### src/rtl/pipe_stall_ctrl.sv
// Pipeline stall/flush sequencer for PC, IF/ID and ID/EX registers.
// Optional performance counters are enabled with the PIPE_STALL_PERF_EN macro.
module pipe_stall_ctrl #(
  parameter int CNT_W     = 4,
  parameter int FLUSH_LEN = 2,
  parameter int PERF_W    = 32
) (
  input  logic              clk,
  input  logic              rst_n,
  input  logic              hazard_i,
  input  logic [CNT_W-1:0]  stall_len_i,
  input  logic              flush_i,
  input  logic              mem_busy_i,
  output logic              pc_en_o,
  output logic              ifid_en_o,
  output logic              ifid_flush_o,
  output logic              idex_bubble_o,
  output logic              idex_en_o,
  output logic              busy_o,
  output logic [PERF_W-1:0] stall_cnt_o,
  output logic [PERF_W-1:0] flush_cnt_o
);

  typedef enum logic [1:0] {RUN, STALL, FLUSH} state_t;

  localparam logic [CNT_W-1:0] FLUSH_REM = CNT_W'(FLUSH_LEN - 1);
  localparam logic [CNT_W-1:0] ONE       = CNT_W'(1);

  state_t           state;
  logic [CNT_W-1:0] remain;
  logic [CNT_W-1:0] len_eff;
  logic             flush_act;
  logic             stall_act;
  logic             run_act;

  // Cycle classification in priority order: freeze, flush, stall, run.
  always_comb begin
    len_eff   = (stall_len_i == '0) ? ONE : stall_len_i;
    flush_act = !mem_busy_i && (flush_i || state == FLUSH);
    stall_act = !mem_busy_i && !flush_act && (hazard_i || state == STALL);
    run_act   = !mem_busy_i && !flush_act && !stall_act;
  end

  // Outputs are forced low while reset is held.
  always_comb begin
    pc_en_o       = rst_n & (flush_act | run_act);
    ifid_en_o     = rst_n & (flush_act | run_act);
    ifid_flush_o  = rst_n & flush_act;
    idex_bubble_o = rst_n & (flush_act | stall_act);
    idex_en_o     = rst_n & !mem_busy_i;
    busy_o        = rst_n & (state != RUN);
  end

  always_ff @(posedge clk or negedge rst_n) begin
    if (!rst_n) begin
      state  <= RUN;
      remain <= '0;
    end else if (!mem_busy_i) begin
      if (flush_i) begin
        if (FLUSH_LEN > 1) begin
          state  <= FLUSH;
          remain <= FLUSH_REM;
        end else begin
          state  <= RUN;
          remain <= '0;
        end
      end else begin
        case (state)
          RUN: begin
            if (hazard_i && len_eff > ONE) begin
              state  <= STALL;
              remain <= len_eff - ONE;
            end
          end
          STALL, FLUSH: begin
            if (remain <= ONE) begin
              state  <= RUN;
              remain <= '0;
            end else begin
              remain <= remain - ONE;
            end
          end
          default: begin
            state  <= RUN;
            remain <= '0;
          end
        endcase
      end
    end
  end

`ifdef PIPE_STALL_PERF_EN
  logic [PERF_W-1:0] stall_cnt_q;
  logic [PERF_W-1:0] flush_cnt_q;

  function automatic logic [PERF_W-1:0] sat_inc(input logic [PERF_W-1:0] v);
    return (&v) ? v : v + PERF_W'(1);
  endfunction

  always_ff @(posedge clk or negedge rst_n) begin
    if (!rst_n) begin
      stall_cnt_q <= '0;
      flush_cnt_q <= '0;
    end else begin
      if (stall_act)
        stall_cnt_q <= sat_inc(stall_cnt_q);
      if (!mem_busy_i && flush_i)
        flush_cnt_q <= sat_inc(flush_cnt_q);
    end
  end

  assign stall_cnt_o = stall_cnt_q;
  assign flush_cnt_o = flush_cnt_q;
`else
  assign stall_cnt_o = '0;
  assign flush_cnt_o = '0;
`endif

endmodule

### config.mk
export PLATFORM = sky130hd
export DESIGN_NAME = pipe_stall_ctrl
export DESIGN_NICKNAME = d
export VERILOG_FILES = /design/src/rtl/pipe_stall_ctrl.sv
export SDC_FILE = /design/constraint.sdc
export NUM_CORES = 1
export LEC_CHECK = 0
export ABC_AREA = 1
export CAP_MARGIN = 40
export CORE_MARGIN = 4
export CORE_UTILIZATION = 36
export DETAILED_ROUTE_END_ITERATION = 6
export PLACE_DENSITY = 0.82
export SLEW_MARGIN = 15
export SYNTH_ARGS = -nofsm -noshare
export SYNTH_HDL_FRONTEND = slang
export SYNTH_SLANG_ARGS = --single-unit
### constraint.sdc
create_clock -name clk -period 1.7 [get_ports clk]
set_input_delay 0.17 -clock clk [delete_from_list [all_inputs] [get_ports clk]]
set_output_delay 0.17 -clock clk [all_outputs]
set_load 0.05 [all_outputs]
Word-level counts from Yosys, hierarchy flattened
Cells that the tools add are included.
{"block": "word_totals", "reg_bits": 6, "inputBits": 9, "output_inout_bits": 70}
{"block": "classes", "muxes": 9, "magnitude_cmp": 2, "addsub": 2, "reduce_logical": 16, "bitwise": 8, "n_eq_ne": 4}
{"op": "4-bit 2-to-1 mux", "n": 4}
{"op": "4-bit one-hot mux with 2 select lines", "n": 1}
{"op": "4-bit by 1-bit subtractor with 4-bit output, second input constant", "n": 2}
{"op": "2-bit 2-to-1 mux", "n": 3}
{"op": "3-bit inequality test, second input constant", "n": 2}
{"op": "1-bit bitwise AND", "n": 5}
{"op": "1-bit logical AND", "n": 5}
{"op": "4-bit by 1-bit > comparator with 1-bit output, second input constant", "n": 1}
{"op": "4-bit by 1-bit less-or-equal comparator with 1-bit output, second input constant", "n": 1}
{"op": "4-bit zero test", "n": 1}
{"op": "2-bit one-hot mux with 2 select lines", "n": 1}
{"op": "1-bit zero test", "n": 3}
{"op": "3-bit AND reduction", "n": 1}
{"op": "2-bit by 1-bit equality test with 1-bit output, second input constant", "n": 1}
{"op": "2-bit equality test, second input constant", "n": 1}
{"op": "2-bit zero test", "n": 1}
{"op": "1-bit logical OR", "n": 2}
{"op": "1-bit OR", "n": 2}
{"op": "2-bit AND reduction", "n": 1}
{"op": "2-bit nonzero test", "n": 1}
{"op": "2-bit OR reduction", "n": 1}
{"op": "1-bit inverter", "n": 1}

Depth between registers and ports, before layout
{"block": "depth", "depth_word": 10, "mapped_depth": 14}

Least setup slack after synthesis
OpenSTA, ideal clock, no wires.
{"block": "synth_timing", "path_kind": "input to output", "start": "input port rst_n", "end": "output port pc_en_o", "path_slack_ns": -0.697, "cell_stages": 5, "arrival_ns": 2.227, "required_time_ns": 1.530, "path_cell_list": "inv_1 > nor2_1 > inv_1 > a21oi_1 > buf_4"}
{"block": "synth_between", "elab_chain_cells": 1}
{"item": "start, declared", "line_no": "9", "text": "input logic rst_n,"}
{"item": "1-bit bitwise AND"}
{"item": "end, declared", "line_no": "14", "text": "output logic pc_en_o,"}
No other way between the ends.

Worst setup path after layout
{"block": "layout_timing", "start": "register state[0]", "end": "output port idex_bubble_o"}
{"block": "layout_between", "elab_chain_cells": 8, "elab_cells_between_ends": 10, "cone_classes": "eq/ne: 2; bitwise: 2; reduce/logical: 6"}
{"item": "start, declared", "line_no": "29", "text": "state_t state;"}
{"item": "start signal, assigned", "line_no": "56", "text": "state <= RUN;"}
{"item": "start signal, assigned", "line_no": "61", "text": "state <= FLUSH;"}
{"item": "start signal, assigned", "line_no": "64", "text": "state <= RUN;"}
{"item": "2-bit equality test", "line_no": "39", "text": "flush_act = !mem_busy_i && (flush_i || state == FLUSH);"}
{"item": "1-bit logical OR", "line_no": "39"}
{"item": "1-bit logical AND", "line_no": "39"}
{"item": "1-bit zero test", "line_no": "40", "text": "stall_act = !mem_busy_i && !flush_act && (hazard_i || state == STALL);"}
{"item": "1-bit logical AND (2 in a row)", "line_no": "40"}
{"item": "1-bit OR *", "line_no": "49", "text": "idex_bubble_o = rst_n & (flush_act | stall_act);"}
{"item": "1-bit bitwise AND *", "line_no": "49"}
{"item": "end, declared", "line_no": "17", "text": "output logic idex_bubble_o,"}
Mark *: on every way between the ends. The rest lies on a longest branch, timed or not.

==> metrics <==
run status complete, no violations; Fin Hold WS ~0.23 ns; global-route usage over all layers 7.36%; initial core utilization between 30% and 40%; DRT Pass-1 Iters 4; top cell type's share of synthesized area roughly 43%; skew final about 0.0025 ns; CTS tree built; area of the core 3030 µm²; Sinks on Clock Net 6; hold crit path type primary input to asynchronous set/reset pin; count leader, synth buf_4; Routability Congestion 0.758; Setup WS pre-CTS -0.137 ns; Final min period between 1.5 and 2 ns; Final Worst Setup Slack 0.105 ns; largest net degree at the start of global routing 7; layout cells sized above 1 18.5%; Worst VDD drop 0.257 mV; Post-Syn Area per Cell 6.87 µm²; die footprint approximately 4100 µm²; Synth Area in Simple Gates 21.5%; WL final approximately 1.7 mm; Arrival @ worst endpoint 1.43 ns; DR iter-0 viols 18; H-Tree Depth 1; P_leak 0.714 nW; Cell Rows 20; Worst Path Required 1.53 ns; max-cap check violation count 0; Detail Route Antenna Nets 0; Multi-input gate area 668 µm²; Via density between 3 and 4; Worst-Skew Late Latency 0.24 ns; Post-Synth XOR/XNOR Area 0.773%; Seq/Total Area, Yosys 13.2%; Register Area 150 µm²; root buf cell clkbuf_4; Async SR Flop Fraction 100%; Top-Level Pins 79; Diodes inserted 0; crit path max fanout 4; first-pass GRT wire length about 2.4 mm; area leader, netlist buf_4; Die Span Y about 64 µm; main combinational cell family by area after synthesis buffers and inverters; CP Capture Type primary output; Final setup viols 0; # placed instances 225; Layout Utilization around two fifths; Distinct cells, synth 19; register bit total from synthesis 6; final instance area 1220 µm²; DPL Wire Length 1.53 mm; number of synthesized flops with an enable pin 0; post-synthesis compound-gate area fraction 4.30%; Setup TNS Final 0 ns; input/output buffers 14; Pwr Total about 1.2 mW; Post-synth top cells 65 x buf_4, 25 x nand2_1, 22 x inv_1; Die X 64.1 µm; Final Non-Filler Cells between 200 and 250; number of global-route vias before repair between 600 and 700; top post-synthesis cells by area buf_4 43%, dfrtp_1 13%, ha_1 8.8%, nand2_1 8.3%, inv_1 7.3%; Clock transition at path regs 0.04 ns; warnings from Yosys 0; area grow syn2layout 7.29%; final hold violations 0; P per Cell Area 999 nW/µm²; Synth Area in Adders just under 9%; CTS Buf Count 3; routed vias 770; Synth Cell Area 1130 µm²; hold buffers post-CTS 0; max-slew violation count 0; Fillers 318; drt wl/cell 7.31 µm; crit share post-route 93.8%; Nets 203; dominant register cell in the synthesized netlist dfrtp_1; post-synthesis mux area share 0%; Max Clk Rate 627 MHz; gr ovfl total 0; placed cell area 1170 µm²; Synth Instances 165; clock buffer depth 2; kind of start point of the critical path flip-flop; WS Path Type flip-flop to primary output; initial antenna violation count 0; DRC 0
power breakdown:
group	switching (mW)	total, mW	internal, mW
Sequential	0.0415	0.226	0.184
Combinational	0.634	0.867	0.233
Clock	0.0437	0.123	0.0793
layer usage:
layer / GRT usage [%] / part of all wire [%]
met1: 8.01 / 35
met2: 12.8 / 51
met3: 2.64 / 13
met4: 3.17 / 1.1
met5: 0 / 0
logic make-up after synthesis:
logic type / count (synthesis)
other: 1
DFF: 6
and+or+nand+nor: 51
adders and majority gates: 8
AOI/OAI and AO/OA: 9
buffers and inverters: 89
xor gates and xnor gates: 1
placed cells by master, fill, tap and decap left out:
| master | count |
|---|---|
| nand2_1 | 23 |
| inv_1 | 21 |
| nor2_1 | 8 |
| clkdlybuf4s50_1 | 8 |
| nand3_2 | 2 |
| o21ai_0 | 1 |
| nor2_4 | 1 |
| conb_1 | 64 |
| dfrtp_1 | 6 |
| nand3_1 | 4 |
| nor2_2 | 5 |
| nand2_2 | 6 |
| clkbuf_4 | 3 |
| o21ai_1 | 4 |
| a21oi_1 | 2 |
| o21ai_2 | 1 |
| nand2_4 | 2 |
| buf_12 | 6 |
| xnor2_1 | 1 |
| inv_2 | 3 |
| ha_1 | 8 |
| buf_4 | 4 |
| a21oi_4 | 1 |
critical path: stages (launching register included):
cell,delay (ns)
dfrtp_1,0.39
inv_1,0.08
ha_1,0.21
nor2_2,0.18
a21oi_1,0.14
buf_12,0.17
cell type report:
type / count / share of cell area, %
Clock buffer: 3 / 1.85
Inverter: 24 / 7.41
Multi-Input combinational cell: 133 / 54.9
Sequential cell: 6 / 12.3
Tap cell: 44 / 4.53
Timing Repair Buffer: 18 / 18.9
worst paths after layout:
check	from	end	slack [ns]	depth (start not counted)
worst max-delay path	state[0]	idex_bubble_o	0.10	5
worst min-delay path	rst_n	state[1]	0.23	2
worst max register to register	state[0]	remain[0]	0.31	9
worst min register to register	remain[1]	remain[1]	0.50	2
max in group asynchronous	rst_n	remain[3]	1.36	2
min in group clk	remain[1]	remain[1]	0.50	2
state kept, by name, summed over array words and instances, names as in the netlist:
| signal | flops |
|---|---|
| remain | 4 |
| state | 2 |
timing repair:
action                                 in CTS  in global routing
buffers inserted                            0                  0
gates resized for setup                     0                  7
endpoints found under the hold margin       0                  0
setup endpoints to repair                   0                  8
(Power assumes the default switching activity.)
